--- config.mk ---
export PLATFORM = sky130hd
export DESIGN_NAME = ram_write_queue
export DESIGN_NICKNAME = d
export VERILOG_FILES = /design/src/rtl/ram_write_queue.sv
export SDC_FILE = /design/constraint.sdc
export NUM_CORES = 1
export LEC_CHECK = 0
export BUFFER_PORTS_ARGS = -buffer_cell sky130_fd_sc_hd__buf_4
export CAP_MARGIN = 5
export CORE_MARGIN = 3
export CORE_UTILIZATION = 55
export CTS_BUF_LIST = sky130_fd_sc_hd__clkbuf_8
export CTS_CLUSTER_DIAMETER = 120
export DETAILED_ROUTE_END_ITERATION = 12
export GPL_TIMING_DRIVEN = 0
export HOLD_SLACK_MARGIN = 0.03
export PLACE_DENSITY = 0.76
export SETUP_SLACK_MARGIN = 0.05
export SYNTH_ARGS = -nofsm -noshare
export SYNTH_HDL_FRONTEND = slang
export SYNTH_SLANG_ARGS = --single-unit
--- constraint.sdc ---
create_clock -name clk -period 6.15 [get_ports clk]
set_input_delay 0 -clock clk [delete_from_list [all_inputs] [get_ports clk]]
set_output_delay 0 -clock clk [all_outputs]
set_load 0.01 [all_outputs]
--- src/rtl/ram_write_queue.sv ---
// ram_write_queue: posted-write buffer in front of ram_word write port C.
// Requests are accepted over a valid/ready handshake into a DEPTH-entry FIFO.
// The FIFO drains at most one entry per clock into registered port C outputs.
// Optional feature: define RAM_WQ_FWD_EN to add read-after-write forwarding.
// The forwarding lookup compares fwd_address against queued entries and port C.
module ram_write_queue #(
  parameter int AWIDTH = 8,
  parameter int WIDTH  = 8,
  parameter int DEPTH  = 4
) (
  input  logic                         clk,
  input  logic                         rst_n,
  input  logic                         in_valid,
  output logic                         in_ready,
  input  logic [AWIDTH-1:0]            in_address,
  input  logic [WIDTH-1:0]             in_data,
  input  logic                         drain_en,
  input  logic                         flush,
  output logic [AWIDTH-1:0]            port_c_address,
  output logic [WIDTH-1:0]             port_c_data,
  output logic                         port_c_we,
  output logic [$clog2(DEPTH+1)-1:0]   count,
  output logic                         empty,
  output logic                         full
`ifdef RAM_WQ_FWD_EN
  ,
  input  logic [AWIDTH-1:0]            fwd_address,
  output logic                         fwd_hit,
  output logic [WIDTH-1:0]             fwd_data
`endif
);

  localparam int PW = $clog2(DEPTH);
  localparam int CW = $clog2(DEPTH+1);
  localparam logic [CW-1:0] FULL_COUNT = CW'(DEPTH);

  typedef struct packed {
    logic [AWIDTH-1:0] addr;
    logic [WIDTH-1:0]  data;
  } entry_t;

  entry_t            mem_q [DEPTH];
  logic [PW-1:0]     wr_ptr_q, wr_ptr_d;
  logic [PW-1:0]     rd_ptr_q, rd_ptr_d;
  logic [CW-1:0]     count_q, count_d;
  logic [AWIDTH-1:0] pc_addr_q, pc_addr_d;
  logic [WIDTH-1:0]  pc_data_q, pc_data_d;
  logic              pc_we_q, pc_we_d;
  logic              push, pop;

  // Status flags are pure functions of the registered count, so in_ready never
  // depends combinationally on a same-cycle pop.
  assign empty    = (count_q == '0);
  assign full     = (count_q == FULL_COUNT);
  assign in_ready = !full;
  assign count    = count_q;

  assign port_c_address = pc_addr_q;
  assign port_c_data    = pc_data_q;
  assign port_c_we      = pc_we_q;

  // Next-state: push/pop decisions, pointer and count updates, port C load.
  // NOTE: every always_comb output gets a default first so no latch is inferred.
  always_comb begin
    push      = in_valid && in_ready && !flush;
    pop       = drain_en && !empty && !flush;
    wr_ptr_d  = wr_ptr_q;
    rd_ptr_d  = rd_ptr_q;
    count_d   = count_q;
    pc_addr_d = pc_addr_q;
    pc_data_d = pc_data_q;
    pc_we_d   = 1'b0;

    if (flush) begin
      wr_ptr_d = '0;
      rd_ptr_d = '0;
      count_d  = '0;
    end else begin
      // DEPTH is a power of two, so natural overflow gives modulo-DEPTH wrap.
      if (push) wr_ptr_d = wr_ptr_q + 1'b1;
      if (pop) begin
        rd_ptr_d  = rd_ptr_q + 1'b1;
        pc_addr_d = mem_q[rd_ptr_q].addr;
        pc_data_d = mem_q[rd_ptr_q].data;
        pc_we_d   = 1'b1;
      end
      case ({push, pop})
        2'b10:   count_d = count_q + 1'b1;
        2'b01:   count_d = count_q - 1'b1;
        default: count_d = count_q;
      endcase
    end
  end

  // Control and port C registers; reset drops port_c_we immediately.
  // NOTE: sequential state uses non-blocking assignments only.
  always_ff @(posedge clk or negedge rst_n) begin
    if (!rst_n) begin
      wr_ptr_q  <= '0;
      rd_ptr_q  <= '0;
      count_q   <= '0;
      pc_addr_q <= '0;
      pc_data_q <= '0;
      pc_we_q   <= 1'b0;
    end else begin
      wr_ptr_q  <= wr_ptr_d;
      rd_ptr_q  <= rd_ptr_d;
      count_q   <= count_d;
      pc_addr_q <= pc_addr_d;
      pc_data_q <= pc_data_d;
      pc_we_q   <= pc_we_d;
    end
  end

  // Queue storage write on an accepted push.
  // NOTE: storage has no reset; count and pointers define which slots are valid.
  always_ff @(posedge clk) begin
    if (push) begin
      mem_q[wr_ptr_q] <= '{addr: in_address, data: in_data};
    end
  end

`ifdef RAM_WQ_FWD_EN
  logic [PW-1:0] fwd_idx;

  // Forwarding lookup: port C is lowest priority, then queued entries from
  // oldest to newest, so the last match written is the youngest value.
  always_comb begin
    fwd_hit  = 1'b0;
    fwd_data = '0;
    fwd_idx  = '0;
    if (pc_we_q && (pc_addr_q == fwd_address)) begin
      fwd_hit  = 1'b1;
      fwd_data = pc_data_q;
    end
    for (int i = 0; i < DEPTH; i++) begin
      fwd_idx = rd_ptr_q + PW'(i);
      if ((CW'(i) < count_q) && (mem_q[fwd_idx].addr == fwd_address)) begin
        fwd_hit  = 1'b1;
        fwd_data = mem_q[fwd_idx].data;
      end
    end
  end
`endif

endmodule
Word level (Yosys, flattened, before mapping)

Memories as Yosys holds them, arrays and structs flattened. A register that Yosys moved wholly into a read port is not among the register bits.
Cells that the tools add are included.
W data, S select, Z words.

Register bits after elaboration: 8
Bits in writable memories: 64
Memories kept: 1
Output and inout port bits: 23

Memories:

| name  | depth | bits a word | read ports | clocked after Yosys merged registers in | write ports | RTL line | RTL |
|---|---|---|---|---|---|---|---|
| mem_q | 4     | 16          | 1          | 1                                       | 1           | 42       | `entry_t mem_q [DEPTH];` |

Bitwise logic cells: 1
Reduce and logical (&&, ||, !) cells: 13
Add/sub/neg operators: 4
Equal/unequal tests: 3
Mux-type cells: 10

Operators with widths:

| operator              | count |
|---|---|
| $mux W2               | 4 |
| $pmux W3 S2           | 1 |
| $add A2 B1 Y2 const B | 2 |
| $logic_and A1 B1 Y1   | 4 |
| $logic_not A1 Y1      | 4 |
| $mux W1               | 4 |
| $reduce_bool A2 Y1    | 2 |
| $add A3 B1 Y3 const B | 1 |
| $eq A3 B3 Y1 const B  | 1 |
| $logic_not A3 Y1      | 1 |
| $mux W3               | 1 |
| $reduce_bool A3 Y1    | 1 |
| $sub A3 B1 Y3 const B | 1 |
| $eq A2 B1 Y1 const B  | 1 |
| $eq A2 B2 Y1 const B  | 1 |
| $reduce_and A2 Y1     | 1 |
| $not A1 Y1            | 1 |

Depth between registers and ports, before layout

Gate-level depths: netlist (run 1).

Word-level depth: 7
Mapped depth: 10
Depth with buffers taken out: 8

Worst setup path before layout (run 1)

No wires, ideal clock.

Path type: flip-flop to flip-flop
Start point: reg count_q[0], in the netlist count[0]
End point: reg count_q[1], in the netlist count[1]
Arrival time: 2.192 ns
Slack: 3.872 ns
Period minus slack after synthesis: 2.278 ns
Path buffers: 2
Stages on the path, launching flop included: 11
Required time: 6.064 ns
Cells stage by stage: dfrtp_1 -> buf_6 -> nor3_4 -> nand2b_4 -> nor2_8 -> buf_6 -> and2_1 -> fa_1 -> o311a_1 -> a21oi_1 -> nor3_1

Cells in the longest elaborated chain, start to end: 7

Ends and longest elaborated chain:

| element                                             | RTL line | RTL |
|---|---|---|
| from (decl)                                         | 45       | `logic [CW-1:0] count_q, count_d;` |
| from (signal assigned)                              | 108      | `count_q <= count_d;` |
| $logic_not A3 Y1 (*)                                | 53       | `assign empty = (count_q == '0);` |
| via empty                                           | 23       | `output logic empty,` |
| $logic_not A1 Y1 (*)                                | 66       | `pop = drain_en && !empty && !flush;` |
| $logic_and A1 B1 Y1 (*) (2 in a row)                | 66       |  |
| $eq A2 B1 Y1 / $eq A2 B2 Y1 (equally long branches) | 87       | `case ({push, pop})` |
| $pmux W3 S2                                         | 87       |  |
| $mux W3                                             | 74       | `if (flush) begin` |

Mark *: on every way through the listed nets, which the timed path passes. The rest lies on a longest branch.
A chain may end at the register's enable or synchronous reset.

Worst setup path after layout (run 1)

Start point: reg count_q[0], in the netlist count[0]
End point: reg count_q[2], in the netlist count[2]

Cells in the longest elaborated chain, start to end: 7

Ends and longest elaborated chain:

| element                                                 | RTL line |
|---|---|
| $eq A3 B3 Y1 / $logic_not A3 Y1 (equally long branches) | 54, 53 |
| $logic_not A1 Y1 (on tied branches)                     | 55, 66 |
| $logic_and A1 B1 Y1 (on tied branches) (2 in a row)     | 65, 66 |
| $eq A2 B1 Y1 / $eq A2 B2 Y1 (equally long branches)     | 87 |
| $pmux W3 S2                                             | 87 |
| $mux W3                                                 | 74 |

Several ways; a longest one is shown, not always the timed one.

==> key figures, run 1 <==
Synth
  – Synthesized-area fraction occupied by xor and xnor cells: 0.976%
  – Cells taking the most area after synthesis: sky130_fd_sc_hd__edfxtp_1 54%, sky130_fd_sc_hd__dfrtp_1 17%, sky130_fd_sc_hd__mux4_1 5.9%, sky130_fd_sc_hd__mux4_2 5.0%, sky130_fd_sc_hd__mux2_4 3.3%
  – Cell taking the most area after synthesis: sky130_fd_sc_hd__edfxtp_1
  – Flip-flop and latch count after synthesis: 88
  – Top-area cell type share of the netlist area: 53.5%
  – Synthesized area: 0.00359 mm^2
  – Portion of netlist area occupied by mux cells: 16.7%
  – Number of warning messages in the yosys log: 0
  – Async SR Flop Fraction: 27.3%
  – Synthesized-area fraction occupied by ao, oa, aoi and oai cells: under 10%
  – Post-synthesis cell count: 184
  – Number of enable-type register cells in the synthesized netlist: 64
  – Dominant combinational cell family by area after synthesis: multiplexers
  – Share of the yosys chip area belonging to registers: 70.2%
  – Syn_nets: 210
  – Predominant post-synthesis flop cell: sky130_fd_sc_hd__edfxtp_1
  – Leading cell types by count after synthesis: 64 x sky130_fd_sc_hd__edfxtp_1, 24 x sky130_fd_sc_hd__dfrtp_1
  – Distinct cells, synth: 38
  – Area fraction in and, or, nand and nor cells after synthesis: 5.47%
  – Dominant cell by count in the synthesized netlist: sky130_fd_sc_hd__edfxtp_1
  – Arithmetic-cell share of the synthesized area counting full adders, half adders and majority gates: under 10%
  – Post-Synthesis Mean Instance Area: 19.5 um^2

GRT
  – Global router's overall resource usage: 17.4%
  – First-pass GRT wire length: approximately 9.5 mm
  – Pin count of the biggest net entering global routing: 25
  – Total global routing overflow: 0
  – Number of global-route vias before repair: 1834
  – Number of antenna violations at the first check in global routing: 0

Clocking
  – Clock-pin transition on the worst setup and hold timing paths: 80 ps
  – Total clock sinks: 88
  – Number of buffers inserted during clock tree synthesis: 9
  – Post-CTS Repair Setup Buffers: 0
  – Number of buffers between clock root and the deepest sink: 2
  – Htree depth: 3
  – Cts repair resizes: 0
  – CTS tree: yes
  – Clock root buffer: sky130_fd_sc_hd__clkbuf_8
  – Clock insertion delay at the later pin of the skew report: 340 ps

Flow run
  – Max capacitance violation total: 0

STA
  – Transition time at the pin with the least slew margin: 876 ps
  – Final sum of negative setup slack: 0 ps
  – Number of setup violations in the final report: 0
  – Headroom to the max-slew limit: 41.6%
  – Final period demand of the worst path: 2390 ps
  – Final worst setup slack: 3760 ps
  – Maximum operating frequency: 0.418 GHz
  – RSZ-0062 raised after global routing: no
  – Number of endpoints with negative hold slack in the final report: 0
  – Final Skew: 5.84 ps
  – Pins Over Slew Limit: 0
  – Final Cycle Share: 38.9%

Setup path
  – Count of cells along the worst register-to-register path: 10
  – Worst R2R Setup Slack: 3760 ps
  – Maximum fanout along the worst path: 10
  – Type of destination of the critical path: register
  – Data required time of the critical path: 6410 ps
  – Capturing point of the worst reg2reg path: count[2]$_DFFE_PN0P_
  – Worst Path Class, Setup: reg -> reg
  – Data arrival time of the worst path: ~2700 ps
  – Sort of element at the start of the critical path: register
  – Reg-to-Reg Start: count[0]$_DFFE_PN0P_

Placement
  – Last weighted congestion value of the routability-driven placer: ~0.76
  – Pre-CTS setup slack: 3800 ps
  – Cell Area, Placed: 0.00400 mm^2
  – Half-perimeter wire length after detailed placement: 3.67 mm
  – Placed cell count: ~300
  – Port bufs: 42

Cells and area
  – Final Non-Filler Cells: about 340
  – Final standard cell area without fillers: ~0.0044 mm^2
  – Antenna cells: 0
  – Area Growth Syn to Fin: 21.3%
  – Fin nets: ~280
  – Fraction of final layout cells with drive strength greater than 1: 35.4%
  – Utilization after layout: 71.0%

Drt
  – Overall via count from detail_route: 1833
  – Residual DRC: 0
  – Number of nets with antenna violations after detailed routing: 0
  – Detail-routed net length per standard cell: 17.6 um
  – Number of violations reported at the end of detailed-routing iteration 0: about 150
  – Total wire length after detailed routing: 5.89 mm
  – Detailed-route vias per instance: 5.47
  – Total iterations of the first detailed-routing run: 4

Worst hold path
  – WHS Path Cells: 4
  – Origin of the worst min-delay path: drain_en
  – Type of the tightest min-delay check: in -> reg
  – Min-Delay Endpoint: rd_ptr_q[0]$_DFFE_PN0P_

Floorplanning
  – Die Height: 86.8 um
  – Initial Utilization: between 50% and 60%
  – Total Die Area: 0.00753 mm^2
  – Number of placement rows: 28
  – Horizontal die dimension: 86.8 um
  – Number of top-level design ports: 44
  – Floorplan Core Area: about 0.006 mm^2

Power
  – Cell area power density: 320 mW/mm^2
  – Worst-case vdd ir drop: 198 uV
  – Leakage power summed over all cells: 1.67 nW

Status
  – Status: finished clean
==> power breakdown <==
group          internal [W]  leakage, nW  switching [W]
combinational      0.000181        0.696       0.000118
sequential         0.000709        0.881      0.0000387
clock              0.000164       0.0916       0.000185
total               0.00105         1.67       0.000342
==> cells in the final DEF (no fill, tap or decap), types with 5 or more instances in the layout <==
cell / instances
sky130_fd_sc_hd__mux2_4: 8
sky130_fd_sc_hd__mux2_2: 8
sky130_fd_sc_hd__buf_4: 42
sky130_fd_sc_hd__mux4_2: 8
sky130_fd_sc_hd__and2_1: 5
sky130_fd_sc_hd__clkbuf_8: 11
sky130_fd_sc_hd__dfrtp_1: 24
sky130_fd_sc_hd__edfxtp_1: 64
sky130_fd_sc_hd__dlygate4sd3_1: 18
sky130_fd_sc_hd__nor2_1: 7
sky130_fd_sc_hd__mux4_1: 8
==> through the flow <==
stage | total power, W | hold slack, ps
3_3_place_gp | 0.00105 | -71.8
6_report | 0.00140 | 50.0
4_1_cts | 0.00141 | 37.5
5_1_grt | 0.00146 | 49.1
3_5_place_dp | 0.00105 | -68.1
2_1_floorplan | 0.000916 | -296
==> metal layers <==
metal	wire [um]	vias up	global-route usage, %
met2	3020	50	28.2
met5	0	-	0
met1	2580	924	22.9
li1	-	852	-
met3	231	7	3.99
met4	62	0	7.22
==> layout make-up <==
class                   count  area [um^2]
multi-input cells          83          975
fillers                   397         1780
plain buffers              10         82.6
clock inverters             5         23.8
clock buffers              11          151
flip-flops and latches     88         2520
repair buffers             60          495
inverters                   3         11.3
well taps                  75         93.8
==> worst max-delay path by stage <==
stage	start	endpoint	slack, ps	cells after the start
floorplan	count[0]$_DFFE_PN0P_	count[1]$_DFFE_PN0P_	3870	10
CTS	count[0]$_DFFE_PN0P_	count[2]$_DFFE_PN0P_	3770	10
global route	count[0]$_DFFE_PN0P_	count[1]$_DFFE_PN0P_	3640	10
detailed placement	count[0]$_DFFE_PN0P_	count[2]$_DFFE_PN0P_	3800	10
global placement	count[0]$_DFFE_PN0P_	count[1]$_DFFE_PN0P_	3820	10
finish	count[0]$_DFFE_PN0P_	count[2]$_DFFE_PN0P_	3760	10
==> critical path, cell delays in order, from the launching register on <==
cell and delay [ps]:
sky130_fd_sc_hd__dfrtp_1 430, sky130_fd_sc_hd__buf_6 160, sky130_fd_sc_hd__nor3_4 180, sky130_fd_sc_hd__nand2b_4 200, sky130_fd_sc_hd__nor2_8 70, sky130_fd_sc_hd__buf_6 180, sky130_fd_sc_hd__and2_1 150, sky130_fd_sc_hd__fa_1 410
sky130_fd_sc_hd__nor3_1 230, sky130_fd_sc_hd__nand3b_1 110, sky130_fd_sc_hd__a31oi_1 190
==> registers in the layout (all words and copies together), names as in the netlist <==
signal	flops
mem_q	64
port_c_address	8
port_c_data	8
count	3
rd_ptr_q	2
wr_ptr_q	2
port_c_we	1
==> cell families after synthesis <==
family,after synthesis
AOI/OAI and AO/OA,11
xor gates and xnor gates,4
adders and majority gates,5
buffers and inverters,13
DFF,88
muxes,32
and+or+nand+nor,31
==> what timing repair did <==
item | 4_1_cts | 5_1_grt
hold buffers | 18 | 0
hold endpoints to repair | 95 | 0
endpoints found under the setup margin | 0 | 0
(Power assumes the default switching activity.)
==> inputs of run 2 (changes only) <==
clock period = 2.5 ns   (was 6.15 ns; I/O delays follow)
==> key figures, run 2 (same netlist as run 1, synthesis figures left out) <==
Status
  – Status: finished clean (unchanged)

Cells and area
  – Fraction of final layout cells with drive strength greater than 1: 35.8% (was 35.4%)
  – Largest register by flop count: mem_q (unchanged)
  – Most frequent cells in the layout: 64 x sky130_fd_sc_hd__edfxtp_1, 42 x sky130_fd_sc_hd__buf_4, 23 x sky130_fd_sc_hd__dfrtp_1, 18 x sky130_fd_sc_hd__dlygate4sd3_1, 11 x sky130_fd_sc_hd__clkbuf_8 (was 64 x sky130_fd_sc_hd__edfxtp_1, 42 x sky130_fd_sc_hd__buf_4, 24 x sky130_fd_sc_hd__dfrtp_1, 18 x sky130_fd_sc_hd__dlygate4sd3_1, 11 x sky130_fd_sc_hd__clkbuf_8)
  – Area Growth Syn to Fin: 21.3% (about the same)
  – Fin nets: 281 (unchanged)
  – Final Non-Filler Cells: 335 (unchanged)
  – Number of flip-flops under the largest register name: 64 (unchanged)
  – Commonest non-fill, non-tap cell in the layout: sky130_fd_sc_hd__edfxtp_1 (unchanged)
  – Antenna cells: 0 (unchanged)

STA
  – Final sum of negative setup slack: 0 ps (unchanged)
  – Final Skew: 5.89 ps (was 5.84 ps)
  – Headroom to the max-slew limit: 41.4% (was 41.6%)
  – Number of setup violations in the final report: 0 (unchanged)
  – RSZ-0062 raised after global routing: yes (was no)
  – Number of endpoints with negative hold slack in the final report: 0 (unchanged)
  – Final period demand of the worst path: 2330 ps (was 2390 ps)
  – Final worst setup slack: 169 ps (was 3760 ps)
  – Transition time at the pin with the least slew margin: 878 ps (was 876 ps)
  – Pins Over Slew Limit: 0 (unchanged)
  – Final Cycle Share: 93.3% (was 38.9%)
  – Maximum operating frequency: 0.429 GHz (was 0.418 GHz)

GRT
  – Total global routing overflow: 0 (unchanged)
  – First-pass GRT wire length: 9.49 mm (unchanged)
  – Pin count of the biggest net entering global routing: 25 (unchanged)
  – Number of global-route vias before repair: 1834 (unchanged)
  – Global router's overall resource usage: 17.4% (unchanged)
  – Number of antenna violations at the first check in global routing: 0 (unchanged)

Setup path
  – Count of cells along the worst register-to-register path: 10 (unchanged)
  – Library cell appearing most often on the critical path: sky130_fd_sc_hd__buf_6 (unchanged)
  – Maximum fanout along the worst path: 10 (unchanged)
  – Worst stage delay on the critical path: 440 ps (was 430 ps)
  – Slowest cell on the critical path: sky130_fd_sc_hd__dfrtp_2 (was sky130_fd_sc_hd__dfrtp_1)
  – Cell-by-cell listing of the critical path: buf_6, nor3_4, nand2b_4, nor2_8, buf_6, and2_1, fa_1, nor3_1, nand3b_1, a31oi_1 (unchanged)
  – Sort of element at the start of the critical path: register (unchanged)
  – Data required time of the critical path: 2760 ps (was 6410 ps)
  – Data arrival time of the worst path: 2590 ps (was 2650 ps)
  – Type of destination of the critical path: register (unchanged)
  – Worst Path Class, Setup: reg -> reg (unchanged)

Floorplanning
  – Horizontal die dimension: 86.8 um (unchanged)
  – Total Die Area: 0.00753 mm^2 (unchanged)
  – Die Height: 86.8 um (unchanged)
  – Number of top-level design ports: 44 (unchanged)
  – Initial Utilization: 58.6% (unchanged)
  – Floorplan Core Area: 0.00613 mm^2 (unchanged)
  – Number of placement rows: 28 (unchanged)

Drt
  – Detail-routed net length per standard cell: 17.5 um (was 17.6 um)
  – Number of violations reported at the end of detailed-routing iteration 0: 148 (unchanged)
  – Overall via count from detail_route: 1836 (was 1833)
  – Total wire length after detailed routing: 5.88 mm (was 5.89 mm)
  – Number of nets with antenna violations after detailed routing: 0 (unchanged)
  – Total iterations of the first detailed-routing run: 4 (unchanged)
  – Residual DRC: 0 (unchanged)
  – Detailed-route vias per instance: 5.48 (was 5.47)

Clocking
  – Total clock sinks: 88 (unchanged)
  – Clock insertion delay at the later pin of the skew report: 340 ps (about the same)
  – Clock root buffer: sky130_fd_sc_hd__clkbuf_8 (unchanged)
  – CTS tree: yes (unchanged)
  – Number of buffers inserted during clock tree synthesis: 9 (unchanged)
  – Htree depth: 3 (unchanged)
  – Clock-pin transition on the worst setup and hold timing paths: 80 ps (about the same)
  – Post-CTS Repair Setup Buffers: 0 (unchanged)
  – Number of buffers between clock root and the deepest sink: 2 (unchanged)

Placement
  – Port bufs: 42 (unchanged)
  – Half-perimeter wire length after detailed placement: 3.67 mm (unchanged)
  – Pre-CTS setup slack: 151 ps (was 3800 ps)
  – Last weighted congestion value of the routability-driven placer: 0.762 (unchanged)
  – Placed cell count: 301 (unchanged)

Flow run
  – Max capacitance violation total: 0 (unchanged)

Power
  – Leakage power summed over all cells: 1.67 nW (about the same)
  – Worst-case vdd ir drop: 487 uV (was 198 uV)
  – Cell area power density: 788 mW/mm^2 (was 320 mW/mm^2)

Worst hold path
  – WHS Path Cells: 4 (unchanged)
  – Type of the tightest min-delay check: in -> reg (unchanged)
==> run 2: cell counts in the layout (fill, tap and decap cells not counted) <==
Identical to the previous run, type by type.
==> run 2: critical path: cells and delay by family, from the launching register on <==
family / cells / cell delay [ps]
AND/OR/NAND/NOR: 6 / 910
flip-flops: 1 / 440
adder cells (fa/ha/maj): 1 / 410
buffers and inverters: 2 / 320
AO/OA/AOI/OAI: 1 / 160
==> run 2: final cells by class <==
| type | count | area, um^2 |
|---|---|---|
| clock buffers | 11 | 151 |
| well taps | 75 | 93.8 |
| fillers | 396 | 1770 |
| clock inverters | 5 | 23.8 |
| flip-flops and latches | 88 | 2520 |
| multi-input cells | 83 | 975 |
| inverters | 3 | 11.3 |
| repair buffers | 60 | 495 |
| plain buffers | 10 | 82.6 |
==> run 2: per-layer routing <==
| layer | GRT usage, % | vias to the layer above | share of wire (%) |
|---|---|---|---|
| met5 | 0 | - | 0 |
| met4 | 7.22 | 0 | 1.1 |
| met3 | 3.99 | 7 | 4.1 |
| met2 | 28.2 | 47 | 51 |
| met1 | 22.9 | 928 | 43 |
| li1 | - | 854 | - |
==> run 2: report_power, final <==
part	internal, W	switching, W	total [W]
clock network	0.000404	0.000456	0.000860
registers	0.00174	0.0000954	0.00184
logic	0.000445	0.000290	0.000735
total	0.00259	0.000842	0.00343
==> run 2: final timing paths <==
| kind | start | slack, ps | to |
|---|---|---|---|
| setup / recovery | count[0]$_DFFE_PN0P_ | 170 | count[2]$_DFFE_PN0P_ |
| hold / removal | drain_en | 50 | rd_ptr_q[0]$_DFFE_PN0P_ |
| setup reg to reg | count[0]$_DFFE_PN0P_ | 170 | count[2]$_DFFE_PN0P_ |
| hold reg to reg | port_c_address[6]$_DFFE_PN0P_ | 510 | port_c_address[6]$_DFFE_PN0P_ |
| max in group asynchronous | rst_n | 2130 | count[0]$_DFFE_PN0P_ |
| min in group asynchronous | rst_n | 100 | count[1]$_DFFE_PN0P_ |
==> run 2: repair_timing <==
item / 4_1_cts / 5_1_grt
hold buffers: 18 / 0
hold endpoints to repair: 95 / 0
gates resized for setup: 0 / 1
endpoints found under the setup margin: 0 / 2
==> run 2: stage by stage <==
| step | util (%) | instance area (um^2) | hold WS [ps] | total power [W] |
|---|---|---|---|---|
| floorplan | - | 3590 | -296 | 0.00225 |
| global placement | 65.2 | 4000 | -71.8 | 0.00257 |
| detailed placement | 65.2 | 4000 | -68.1 | 0.00260 |
| CTS | 71.0 | 4360 | 37.5 | 0.00347 |
| global route | 71.1 | 4360 | 49.1 | 0.00360 |
| finish | 71.1 | 4360 | 50.2 | 0.00343 |
==> inputs of run 3 (changes only) <==
CORE_UTILIZATION = 60   (was 55)
CTS_CLUSTER_SIZE = 16   (was not set)
HOLD_SLACK_MARGIN = 0.12   (was 0.03)
PLACE_DENSITY = 0.82   (was 0.76)
==> key figures, run 3 (same netlist as run 1, synthesis figures left out) <==
Placement
  – Port bufs: 42 (unchanged)
  – Last weighted congestion value of the routability-driven placer: 0.767 (was 0.762)
  – Placed cell count: 298 (was 301)
  – Cell Area, Placed: 0.00400 mm^2 (about the same)
  – Half-perimeter wire length after detailed placement: 3.54 mm (was 3.67 mm)

Flow run
  – Max capacitance violation total: 0 (unchanged)

Clocking
  – Number of buffers inserted during clock tree synthesis: 9 (unchanged)
  – Clock root buffer: sky130_fd_sc_hd__clkbuf_8 (unchanged)
  – Clock-pin transition on the worst setup and hold timing paths: 80 ps (about the same)
  – Number of buffers between clock root and the deepest sink: 2 (unchanged)
  – CTS tree: yes (unchanged)
  – Htree depth: 3 (unchanged)
  – Total clock sinks: 88 (unchanged)
  – Clock insertion delay at the later pin of the skew report: 340 ps (about the same)

Floorplanning
  – Total Die Area: 0.00695 mm^2 (was 0.00753 mm^2)
  – Horizontal die dimension: 83.4 um (was 86.8 um)
  – Floorplan Core Area: 0.00564 mm^2 (was 0.00613 mm^2)
  – Number of top-level design ports: 44 (unchanged)
  – Number of placement rows: 27 (was 28)
  – Initial Utilization: 63.7% (was 58.6%)
  – Die Height: 83.4 um (was 86.8 um)

Power
  – Leakage power summed over all cells: 1.72 nW (was 1.67 nW)
  – Worst-case vdd ir drop: 832 uV (was 487 uV)
  – Cell area power density: 798 mW/mm^2 (was 788 mW/mm^2)

Setup path
  – Capturing instance or port of the critical path: count[2]$_DFFE_PN0P_ (unchanged)
  – Cell-by-cell listing of the critical path: buf_2, nor3_4, nand2b_4, nor2_8, buf_6, and2_1, fa_1, nor3_2, nand3b_1, a31oi_1 (was buf_6, nor3_4, nand2b_4, nor2_8, buf_6, and2_1, fa_1, nor3_1, nand3b_1, a31oi_1)
  – Reg-to-Reg Start: count[2]$_DFFE_PN0P_ (was count[0]$_DFFE_PN0P_)
  – Worst stage delay on the critical path: 430 ps (was 440 ps)
  – Data arrival time of the worst path: 2610 ps (was 2590 ps)
  – Count of cells along the worst register-to-register path: 10 (unchanged)
  – Type of destination of the critical path: register (unchanged)
  – Cell count along the critical path: 10 (unchanged)
  – Maximum fanout along the worst path: 10 (unchanged)
  – Slowest cell on the critical path: sky130_fd_sc_hd__fa_1 (was sky130_fd_sc_hd__dfrtp_2)
  – Sort of element at the start of the critical path: register (unchanged)
  – CP top delay family: simple AND/OR/NAND/NOR gates (unchanged)
  – Worst Path Class, Setup: reg -> reg (unchanged)
  – Worst setup startpoint: count[2]$_DFFE_PN0P_ (was count[0]$_DFFE_PN0P_)
  – Count of buffer and inverter cells on the critical path: 2 (unchanged)
  – Capturing point of the worst reg2reg path: count[2]$_DFFE_PN0P_ (unchanged)
  – Data required time of the critical path: 2770 ps (was 2760 ps)
  – Worst R2R Setup Slack: 160 ps (was 170 ps)

STA
  – Final Cycle Share: 93.5% (was 93.3%)
  – Headroom to the max-slew limit: 45.0% (was 41.4%)
  – RSZ-0062 raised after global routing: yes (unchanged)
  – Final period demand of the worst path: 2340 ps (was 2330 ps)
  – Number of endpoints with negative hold slack in the final report: 0 (unchanged)
  – Transition time at the pin with the least slew margin: 825 ps (was 878 ps)
  – Final sum of negative setup slack: 0 ps (unchanged)
  – Pins Over Slew Limit: 0 (unchanged)
  – Maximum operating frequency: 0.428 GHz (was 0.429 GHz)
  – Final Skew: 8.61 ps (was 5.89 ps)
  – Number of setup violations in the final report: 0 (unchanged)

Cells and area
  – Antenna cells: 0 (unchanged)
  – Final Non-Filler Cells: 338 (was 335)
  – Largest register by flop count: mem_q (unchanged)
  – Area Growth Syn to Fin: 23.8% (was 21.3%)
  – Number of flip-flops under the largest register name: 64 (unchanged)
  – Commonest non-fill, non-tap cell in the layout: sky130_fd_sc_hd__edfxtp_1 (unchanged)
  – Final standard cell area without fillers: 0.00445 mm^2 (was 0.00436 mm^2)
  – Fraction of final layout cells with drive strength greater than 1: 38.0% (was 35.8%)
  – Most frequent cells in the layout: 64 x sky130_fd_sc_hd__edfxtp_1, 44 x sky130_fd_sc_hd__buf_4, 23 x sky130_fd_sc_hd__dfrtp_1, 21 x sky130_fd_sc_hd__dlygate4sd3_1, 10 x sky130_fd_sc_hd__clkbuf_8 (was 64 x sky130_fd_sc_hd__edfxtp_1, 42 x sky130_fd_sc_hd__buf_4, 23 x sky130_fd_sc_hd__dfrtp_1, 18 x sky130_fd_sc_hd__dlygate4sd3_1, 11 x sky130_fd_sc_hd__clkbuf_8)
  – Fin nets: 287 (was 281)

GRT
  – Number of antenna violations at the first check in global routing: 0 (unchanged)
  – First-pass GRT wire length: 9.67 mm (was 9.49 mm)
  – Number of global-route vias before repair: 1856 (was 1834)
  – Pin count of the biggest net entering global routing: 25 (unchanged)
  – Total global routing overflow: 0 (unchanged)
  – Global router's overall resource usage: 18.7% (was 17.4%)

Drt
  – Detailed-route vias per instance: 5.48 (about the same)
  – Total iterations of the first detailed-routing run: 4 (unchanged)
  – Detail-routed net length per standard cell: 17.6 um (was 17.5 um)
  – Overall via count from detail_route: 1853 (was 1836)
  – Number of violations reported at the end of detailed-routing iteration 0: 80 (was 148)
  – Number of nets with antenna violations after detailed routing: 0 (unchanged)
  – Residual DRC: 0 (unchanged)
  – Total wire length after detailed routing: 5.94 mm (was 5.88 mm)

Status
  – Status: finished clean (unchanged)

Worst hold path
  – WHS Path Cells: 2 (was 4)
  – Type of the tightest min-delay check: in -> reg (unchanged)
==> run 3: per-stage QoR <==
stage	hold WS [ps]	total power, W	util, %	setup WS (ps)
3_5_place_dp	-72.1	0.00259	70.8	140
4_1_cts	379	0.00357	78.4	108
5_1_grt	387	0.00370	78.8	32.4
3_3_place_gp	-76.7	0.00257	70.8	169
2_1_floorplan	-296	0.00225	-	222
6_report	397	0.00355	78.8	162
==> run 3: how the worst min path moves through the flow <==
| stage | from | to | slack, ps |
|---|---|---|---|
| 2_1_floorplan | rst_n | count[0]$_DFFE_PN0P_ | -300 |
| 3_3_place_gp | rst_n | port_c_data[6]$_DFFE_PN0P_ | -80 |
| 3_5_place_dp | rst_n | port_c_address[2]$_DFFE_PN0P_ | -70 |
| 4_1_cts | in_data[2] | mem_q[0][2]$_DFFE_PP_ | 380 |
| 5_1_grt | in_address[5] | mem_q[1][13]$_DFFE_PP_ | 390 |
| 6_report | in_address[5] | mem_q[1][13]$_DFFE_PP_ | 400 |
==> run 3: what timing repair did <==
item                                    in CTS  in global routing
endpoints found under the setup margin       0                 18
resized for setup                            0                  4
hold buffers                                22                  0
setup buffers                                0                  2
hold endpoints to repair                    95                  0
==> run 3: layout make-up <==
cell class | count | area [um^2]
buffer | 10 | 82.6
clock buffer | 10 | 138
clock inverter | 6 | 58.8
fill | 301 | 1200
inverter | 3 | 11.3
multi-input combinational | 83 | 981
sequential | 88 | 2520
tap | 72 | 90.1
timing repair buffer | 66 | 561
==> run 3: routing by layer <==
| layer | up-vias | wire [um] | global-route usage, % |
|---|---|---|---|
| li1 | 872 | - | - |
| met1 | 909 | 2610 | 25.4 |
| met2 | 59 | 2900 | 29.2 |
| met3 | 13 | 279 | 4.17 |
| met4 | 0 | 148 | 8.62 |
| met5 | - | 0 | 0 |
==> run 3: report_power, final <==
group / switching (W) / internal (W) / total [W]
Clock: 0.000470 / 0.000484 / 0.000954
Sequential: 0.0000937 / 0.00174 / 0.00184
Combinational: 0.000298 / 0.000457 / 0.000754
Total: 0.000861 / 0.00268 / 0.00355
